## src/rtl/decode_bypass.sv

```systemverilog
// Beta decode stage: IR/PC register, operand bypass, load-use interlock, branch resolve, exception inject.
// Latency: one cycle from decode to the EX register. stall, branch_taken, target and exc_taken are combinational.
// Backpressure: stall holds IR/PC and sends a NOP into EX. kill squashes the wrong-path fetch for one cycle.
//
// Ports:
//   clk, rst                     clock, synchronous active-high reset
//   pc_plus_four, inst           fetch PC+4 and fetched instruction
//   irq                          level exception request
//   rf_ra1/2, rf_rd1/2           register file read address out, read data in
//   {ex,mem,wb}_{rc,wen,bypass}  downstream destination, write enable and forwarded value
//   ex_is_ld, mem_is_ld          stage holds LD/LDR, so its bypass value is not the load data
//   stall, branch_taken, target  fetch control
//   exc_taken                    redirect fetch to XAdr
//   ex_pc/a/b/st_data/inst       registered EX operands
module decode_bypass #(
    parameter int          XLEN      = 32,
    parameter bit          BYPASS_EN = 1'b1,
    parameter logic [31:0] NOP_INST  = 32'h83FFF800,
    parameter logic [31:0] EXC_INST  = 32'h77DF0000
) (
    input  logic            clk,
    input  logic            rst,
    input  logic [XLEN-1:0] pc_plus_four,
    input  logic [31:0]     inst,
    input  logic            irq,
    output logic [4:0]      rf_ra1,
    output logic [4:0]      rf_ra2,
    input  logic [XLEN-1:0] rf_rd1,
    input  logic [XLEN-1:0] rf_rd2,
    input  logic [4:0]      ex_rc,
    input  logic [4:0]      mem_rc,
    input  logic [4:0]      wb_rc,
    input  logic            ex_wen,
    input  logic            mem_wen,
    input  logic            wb_wen,
    input  logic            ex_is_ld,
    input  logic            mem_is_ld,
    input  logic [XLEN-1:0] ex_bypass,
    input  logic [XLEN-1:0] mem_bypass,
    input  logic [XLEN-1:0] wb_bypass,
    output logic            stall,
    output logic            branch_taken,
    output logic [XLEN-1:0] target,
    output logic            exc_taken,
    output logic [XLEN-1:0] ex_pc,
    output logic [XLEN-1:0] ex_a,
    output logic [XLEN-1:0] ex_b,
    output logic [XLEN-1:0] ex_st_data,
    output logic [31:0]     ex_inst
);

    localparam logic [5:0] OP_LD  = 6'b011000;
    localparam logic [5:0] OP_ST  = 6'b011001;
    localparam logic [5:0] OP_JMP = 6'b011011;
    localparam logic [5:0] OP_BEQ = 6'b011100;
    localparam logic [5:0] OP_BNE = 6'b011101;
    localparam logic [5:0] OP_LDR = 6'b011111;

    logic [31:0]     ir_q, ir_d;
    logic [XLEN-1:0] pc_q, pc_d;
    logic            kill_q, kill_d;
    logic [XLEN-1:0] ex_pc_d, ex_a_d, ex_b_d, ex_st_d;
    logic [31:0]     ex_inst_d;

    // A squashed slot decodes as a NOP, which only reads R31 and so raises no hazard.
    logic [31:0] ir_eff;
    assign ir_eff = kill_q ? NOP_INST : ir_q;

    logic [5:0]  opcode;
    logic [4:0]  rc, ra, rb;
    logic [15:0] c_fld;
    assign opcode = ir_eff[31:26];
    assign rc     = ir_eff[25:21];
    assign ra     = ir_eff[20:16];
    assign rb     = ir_eff[15:11];
    assign c_fld  = ir_eff[15:0];

    logic is_ld, is_st, is_jmp, is_beq, is_bne, is_ldr, is_op, is_opc;
    assign is_ld  = (opcode == OP_LD);
    assign is_st  = (opcode == OP_ST);
    assign is_jmp = (opcode == OP_JMP);
    assign is_beq = (opcode == OP_BEQ);
    assign is_bne = (opcode == OP_BNE);
    assign is_ldr = (opcode == OP_LDR);
    assign is_op  = (opcode[5:4] == 2'b10);
    assign is_opc = (opcode[5:4] == 2'b11);

    assign rf_ra1 = ra;
    assign rf_ra2 = is_st ? rc : rb;

    logic use1, use2;
    assign use1 = !is_ldr;
    assign use2 = is_op | is_st;

    function automatic logic hit(input logic [4:0] a, input logic [4:0] src, input logic wen);
        return wen && (a == src) && (a != 5'd31);
    endfunction

    logic hit_ex1, hit_mem1, hit_wb1, hit_ex2, hit_mem2, hit_wb2;
    assign hit_ex1  = hit(rf_ra1, ex_rc,  ex_wen);
    assign hit_mem1 = hit(rf_ra1, mem_rc, mem_wen);
    assign hit_wb1  = hit(rf_ra1, wb_rc,  wb_wen);
    assign hit_ex2  = hit(rf_ra2, ex_rc,  ex_wen);
    assign hit_mem2 = hit(rf_ra2, mem_rc, mem_wen);
    assign hit_wb2  = hit(rf_ra2, wb_rc,  wb_wen);

    // Youngest producer wins: EX over MEM over WB over the register file.
    logic [XLEN-1:0] d1, d2;
    always_comb begin
        d1 = rf_rd1;
        if (rf_ra1 == 5'd31) d1 = '0;
        else if (hit_ex1)    d1 = ex_bypass;
        else if (hit_mem1)   d1 = mem_bypass;
        else if (hit_wb1)    d1 = wb_bypass;
        d2 = rf_rd2;
        if (rf_ra2 == 5'd31) d2 = '0;
        else if (hit_ex2)    d2 = ex_bypass;
        else if (hit_mem2)   d2 = mem_bypass;
        else if (hit_wb2)    d2 = wb_bypass;
    end

    logic ld_haz, raw_haz;
    assign ld_haz  = (use1 && ((hit_ex1 && ex_is_ld) || (hit_mem1 && mem_is_ld))) ||
                     (use2 && ((hit_ex2 && ex_is_ld) || (hit_mem2 && mem_is_ld)));
    assign raw_haz = (use1 && (hit_ex1 || hit_mem1 || hit_wb1)) ||
                     (use2 && (hit_ex2 || hit_mem2 || hit_wb2));
    assign stall   = ld_haz || (!BYPASS_EN && raw_haz);

    logic [XLEN-1:0] sxt_c, branch_addr, jump_addr;
    logic            zero;
    assign sxt_c       = {{(XLEN-16){c_fld[15]}}, c_fld};
    assign branch_addr = pc_q + {sxt_c[XLEN-3:0], 2'b00};
    assign jump_addr   = {d1[XLEN-1:2], 2'b00};
    assign zero        = (d1 == '0);

    // Exceptions are only taken on a real, non-squashed instruction that is free to advance.
    assign exc_taken    = irq && !stall && !kill_q && (ir_q != NOP_INST);
    assign branch_taken = !stall && !kill_q && !exc_taken &&
                          (is_jmp || (is_beq && zero) || (is_bne && !zero));
    assign target       = is_jmp ? jump_addr : branch_addr;

    always_comb begin
        ir_d      = stall ? ir_q : inst;
        pc_d      = stall ? pc_q : pc_plus_four;
        kill_d    = branch_taken || exc_taken;
        ex_pc_d   = pc_q;
        ex_inst_d = ir_eff;
        ex_a_d    = is_ldr ? branch_addr : d1;
        ex_b_d    = (is_ld || is_st || is_opc) ? sxt_c : d2;
        ex_st_d   = d2;
        if (stall || kill_q) begin
            ex_inst_d = NOP_INST;
            ex_a_d    = '0;
            ex_b_d    = '0;
            ex_st_d   = '0;
        end else if (exc_taken) begin
            // ex_pc carries this instruction's PC+4, which the injected BNE writes into XP.
            ex_inst_d = EXC_INST;
        end
    end

    always_ff @(posedge clk) begin
        if (rst) begin
            ir_q       <= NOP_INST;
            pc_q       <= '0;
            kill_q     <= 1'b0;
            ex_pc      <= '0;
            ex_a       <= '0;
            ex_b       <= '0;
            ex_st_data <= '0;
            ex_inst    <= NOP_INST;
        end else begin
            ir_q       <= ir_d;
            pc_q       <= pc_d;
            kill_q     <= kill_d;
            ex_pc      <= ex_pc_d;
            ex_a       <= ex_a_d;
            ex_b       <= ex_b_d;
            ex_st_data <= ex_st_d;
            ex_inst    <= ex_inst_d;
        end
    end

endmodule

```

## config.mk

```make
export PLATFORM = sky130hd
export DESIGN_NAME = decode_bypass
export DESIGN_NICKNAME = d
export VERILOG_FILES = /design/src/rtl/decode_bypass.sv
export SDC_FILE = /design/constraint.sdc
export NUM_CORES = 1
export LEC_CHECK = 0
export CAP_MARGIN = 20
export CELL_PAD_IN_SITES_DETAIL_PLACEMENT = 2
export CELL_PAD_IN_SITES_GLOBAL_PLACEMENT = 2
export CORE_ASPECT_RATIO = 0.6
export CORE_UTILIZATION = 25
export DETAILED_ROUTE_END_ITERATION = 12
export PLACE_DENSITY_LB_ADDON = 0.2
export SKIP_CTS_REPAIR_TIMING = 1
export SYNTH_ARGS = -nofsm -noshare
export SYNTH_HDL_FRONTEND = slang
export SYNTH_SLANG_ARGS = --single-unit
```

## constraint.sdc

```tcl
create_clock -name clk -period 6.6 [get_ports clk]
set_clock_uncertainty 0.2 [all_clocks]
set_input_delay 1.32 -clock clk [delete_from_list [all_inputs] [get_ports clk]]
set_output_delay 1.32 -clock clk [all_outputs]
set_load 0.01 [all_outputs]
```

==> reports/metrics.yaml <==
placement:
  place.port_buffers: 451
  place_congestion: 0.8778
  place_hpwl_um: 53950
synthesis:
  synth_cell_types: 74
  yosys-top-cells-count: "225 x dfxtp_1, 225 x nand2_1, 139 x nor2_1"
  synth_top_area_share_pct: 37.04
  avgSynthCellArea_sq_um: 8.006
  synth_area_sq_um: 12160
  synthArstFlopShare_pct: 0
  synth_edf_count: 0
  ys.flop_type: "dfxtp_1"
  synthCells: 1519
  yosysSeqAreaShare_pct: 37.04
  synth-seq-cells: 225
  synth_top_area_cell: "dfxtp_1"
  yosys_warnings: 0
  synth_fp_nets: 1796
  yosys-top-cells-area: "dfxtp_1 37%, nand2_1 6.9%, mux2i_1 5.4%, a21oi_1 4.4%, nor2_1 4.3%"
finish:
  finish.utilization_pct: 39.03
  nFillCells: 5308
  fin_nets: 2257
  synthToLayoutAreaGrowth_pct: 53.85
  drive_gt1_share_pct: 8.509
timing:
  max_freq_ghz: 0.1544
  slew_violations: 0
  min_period_ps: 6477
  relSlewSlack_pct: 25.95
  tightest_slew_ps: 1105
  setup_viol: 0
  timing.final.crit_share_pct: 98.13
  hold_viol_final: 0
  rsz0062_at_grt: "false"
clocking:
  cts_tree: "yes"
  cts_root_buffer: "clkbuf_16"
  clk-insertion-delay-late_ps: 560
  clockBufferDepth: 3
  cts_max_level: 1
  cts.sink_count: 225
  cts_inserted_buffers: 25
  clkSlewWorstSetupHoldPaths_ps: 60
worst_setup_path:
  crit_type: "in2out"
  crit_fanout: 22
  start_kind: "primary input"
  ff2ff_setup_slack_ps: 1590
  crit_path_end_kind: "output pin"
  arrival_ps: 4960
  r2r_end: "ex_inst[7]"
  r2r_start: "ir_q[30]"
  cp_data_required_time_ps: 5080
  reg2reg_depth: 11
hold_path:
  min_from: "ex_pc_d[27]"
  min_path_cells: 2
  holdCritPathClass: "reg2reg"
  min_delay_worst_endpoint: "ex_pc_d[27]"
routing:
  wl_met2_um: 32840
  wl_met3_um: 2782
  firstDrtPassIters: 7
  wl_um: 67800
  ant_nets: 0
  routed.top_layer: "met5"
  drc_errors: 0
  drtIter0Drc: 694
  wl_per_cell_um: 25.67
  via_count: 13600
  wl_met1_um: 30660
  via_per_inst: 5.151
pwr:
  power_mw: 4.250
  leakagePower_nw: 7.236
  ir_drop_uv: 188.6
  pwr_density_cell_nw_per_um2: 227.1
global_route:
  grt_max_degree: 79
  grt_use_total_pct: 26.71
  grt-ovfl-total: 0
  antenna_found_initial: 4
  grt_pass1_wl_um: 99790
  grt_pass1_vias: 14990
job:
  cap_violations: 0
floorplanning:
  num_rows: 62
  die-area_sq_um: 49560
  die_w_um: 286.7
  ioPinCount: 452
  start_util_pct: 25.37
  die_h_um: 172.8
  core_area_sq_um: 47940
run_status:
  status: "completed"
-- per-layer routing --
layer / global-route usage [%] / vias up
met4: 5.971 / 2
met2: 46.19 / 297
met5: 0 / -
met3: 4.037 / 73
li1: - / 6290
met1: 34.85 / 6942
-- area by class of cell --
cell class	count	area (sq um)	area share, %
Multi-Input combinational cell	1150	7109	38.00
Timing Repair Buffer	548	5310	28.38
Tap cell	640	800.8	4.280
Sequential cell	225	4506	24.08
Clock buffer	38	744.5	3.979
Clock inverter	7	117.6	0.6286
Inverter	30	113.9	0.6086
Antenna cell	3	7.507	0.04013
-- worst max path at each step --
stage                     startpoint      endpoint
after floorplan             wb_rc[4]  branch_taken
final                       wb_rc[4]  branch_taken
after global placement      wb_rc[4]  branch_taken
after CTS                  mem_rc[3]  branch_taken
after global routing        wb_rc[4]  branch_taken
after detailed placement   mem_rc[3]  branch_taken
-- kinds of logic after synthesis --
kind of cell             synth area share (%)
AND/OR/NAND/NOR                         25.17
XOR/XNOR                                3.025
adder cells (fa/ha/maj)                 3.148
flip-flops                              37.04
multiplexers                            5.525
buffers and inverters                   5.217
AO/OA/AOI/OAI                           20.88
-- power breakdown --
group          leakage (nW)  internal, mW  switching, mW
Sequential             1.86          1.45         0.0627
Clock                 0.412         0.891          0.616
Combinational          4.97         0.591          0.637
Total                  7.24          2.93           1.32
-- sequential cells by signal, summed over array words and instances (netlist names) --
name        count
ex_a           32
ex_b           32
ex_inst        32
ex_pc          32
ex_pc_d        32
ex_st_data     32
ir_q           32
kill_q          1
-- critical path: stages --
cell             delay (ps)
clkdlybuf4s50_1         470
xor2_1                  170
or3_1                   390
a211oi_4                350
buf_12                  240
buf_4                   170
mux2i_1                 200
o211a_1                 190
nor4b_1                 270
nand4_1                 130
buf_4                   180
or4_1                   460
a31oi_1                 140
dlymetal6s2s_1          240
-- metrics by stage --
step	setup TNS, ps	instances	cell area [sq um]	hold WS (ps)	worst slack (ps)
floorplan	0	1519	12160	244.4	1127
global placement	-255.5	2592	17770	265.3	-255.5
detailed placement	-223.2	2592	17770	273.5	-223.2
CTS	-498.3	2637	18640	281.9	-256.1
global route	0	2640	18710	285.8	15.37
finish	0	2641	18710	274.8	123.1
-- placed cells by master (no fill, tap or decap), drive strengths merged, types with 7 or more instances in the layout --
cell and instances:
nor2 139, buf 97, nor3 15, a2bb2oi 7
nand2 226, or2 10, a211oi 49, nor4 10
a211o 11, o211a 17, dfxtp 225, nand3 15
clkdlybuf4s50 449, o21ai 76, or3 18, clkbuf 39
nand3b 20, xor2 15, a21oi 107, nand4 48
a21o 24, and3 13, a31oi 7, a22oi 17
mux2i 66, inv 28, ha 29, xnor2 27
and2 40, o31ai 7, o211ai 30, nor2b 48
No activity file was read; power rests on OpenSTA's default activity.
==> edit, RTL diff (same flow settings) <==
`BYPASS_EN`: 1'b1 -> 1'b0.
--- a/src/rtl/decode_bypass.sv
+++ b/src/rtl/decode_bypass.sv
@@ -16,3 +16,3 @@
     parameter int          XLEN      = 32,
-    parameter bit          BYPASS_EN = 1'b1,
+    parameter bit          BYPASS_EN = 1'b0,
     parameter logic [31:0] NOP_INST  = 32'h83FFF800,
Check against the original RTL: not equivalent (a bounded check fails within 4 cycles, from zero or initial values and one cycle with rst high).
==> edit against the unedited design <==
Total power increased by 4.8%; synthesized cell count down 3.0%; area after synthesis fell by 0.66%; routed wire length is 3.1% lower; design area shrank 1.1%; clock power is 3% higher; worst setup slack got worse by 0.048 ns; count of clock-buffer cells in the layout shrank 4; first-iteration DRC count decreased by 15%; sequential cell count unchanged; critical path depth unchanged; critical path type unchanged.
==> edit: results (changes against the unedited design) <==
- Wire per inst: 25.5 µm (-0.55%)
- Hold depth: 2 (unchanged)
- M3 GR Usage: 4.84% (+0.80 points)
- Fin nets: 2198 (-2.6%)
- Number of global-route vias before repair: 13700 (-8.6%)
- DPL Wire Length: 52200 µm (-3.3%)
- Syn Nets: 1751 (-2.5%)
- Peak VDD IR: 0.000141 V (-25%)
- GPL Wtd Cong: 0.900 (+2.6%)
- Iteration-0 DRC Markers: 588 (-15%)
- Pre-CTS WS: -0.570 ns (-0.347 ns)
- CP max FO: 8 (-64%)
- Mux cell area share after synthesis: 8.03% (+2.5 points)
- Port Buffers: 449 (-0.44%)
- Top cells by count, synth: dfxtp_1 (225), nand2_1 (209), nor2_1 (164), a21oi_1 (143), mux2i_1 (65)
- Status: completed
- Post-synthesis xor/xnor area fraction: 3.41% (+0.38 points)
- Global-route wire length before repair: 92600 µm (-7.2%)
- Vias: 12900 (-5.1%)
- Synth top area cells: dfxtp_1 (37%), nand2_1 (6.5%), a21oi_1 (5.9%), mux2i_1 (5.4%), nor2_1 (5.1%)
- Leakage: 0.00750 µW (+3.6%)
- Share of layout cells above drive strength 1: 11.0% (+2.5 points)
- Initial antenna violation count: 5 (+1)
- Clock buffer count from CTS: 26 (+4.0%)
- Router iterations before antenna repair: 4 (-3)
- GR met1 Demand/Resource: 33.4% (-1.4 points)
- Delay-heaviest family, CP: simple AND/OR/NAND/NOR gates
- GR Util All Layers: 25.5% (-1.2 points)
- Max stage delay on crit path: 0.43 ns (-0.04 ns)
- Compound-Gate Fraction of Synth Area: 19.5% (-1.3 points)
- GR Util met2: 43.3% (-2.9 points)
- Sequential area share after synthesis: 37.3% (+0.25 points)
- CP arrival: 5.00 ns (+0.04 ns)
- Post-DP Area: 0.0174 mm² (-2.3%)
edit: kinds of logic (layout without fill, tap and decap cells):
family                   after synthesis  count (layout)
AND/OR/NAND/NOR                      592             592
AO/OA/AOI/OAI                        363             363
flip-flops                           225             225
buffers and inverters                125             591
multiplexers                          92              92
XOR/XNOR                              47              47
adder cells (fa/ha/maj)               30              30
other                                  0               3
edit: cell type report:
cell class,instances,area (µm²)
inverters,20,75.1
clock buffers,34,721
diodes,3,7.51
multi-input cells,1124,7100
well taps,630,788
fillers,5227,28500
repair buffers,524,5130
clock inverters,13,173
flip-flops and latches,225,4500
edit: through the flow:
step	setup TNS [ns]	instances
after floorplan	0	1474
after global placement	-0.453	2514
after detailed placement	-0.570	2514
after CTS	-1.74	2561
after global routing	-0.0364	2572
final	0	2573
edit: tightest hold or removal path: cells and delay by family, from the launching register on:
family,cells,cell delay [ns]
simple gates,1,0.06
flops,1,0.32
compound gates,1,0.05
edit: worst paths after layout:
| path | start | slack (ns) | endpoint |
|---|---|---|---|
| worst min register to register | ir_q[2]$_SDFFE_PP0N_ | 0.28 | ir_q[2]$_SDFFE_PP0N_ |
| worst min-delay path | ir_q[2]$_SDFFE_PP0N_ | 0.28 | ir_q[2]$_SDFFE_PP0N_ |
| worst max-delay path | wb_rc[2] | 0.08 | branch_taken |
| worst max register to register | kill_q$_SDFF_PP0_ | 1.26 | ex_b[17]$_SDFF_PP0_ |
edit: per-layer routing:
metal / wire (µm) / part of all wire [%]
met1: 29800 / 45
met2: 31300 / 48
met4: 1520 / 2.3
met5: 24 / 0.037
met3: 3070 / 4.7
edit: where the power goes:
part | internal [µW] | switching [µW] | leakage (µW)
combinational | 641 | 728 | 0.00521
clock | 894 | 652 | 0.000436
sequential | 1470 | 70.7 | 0.00186
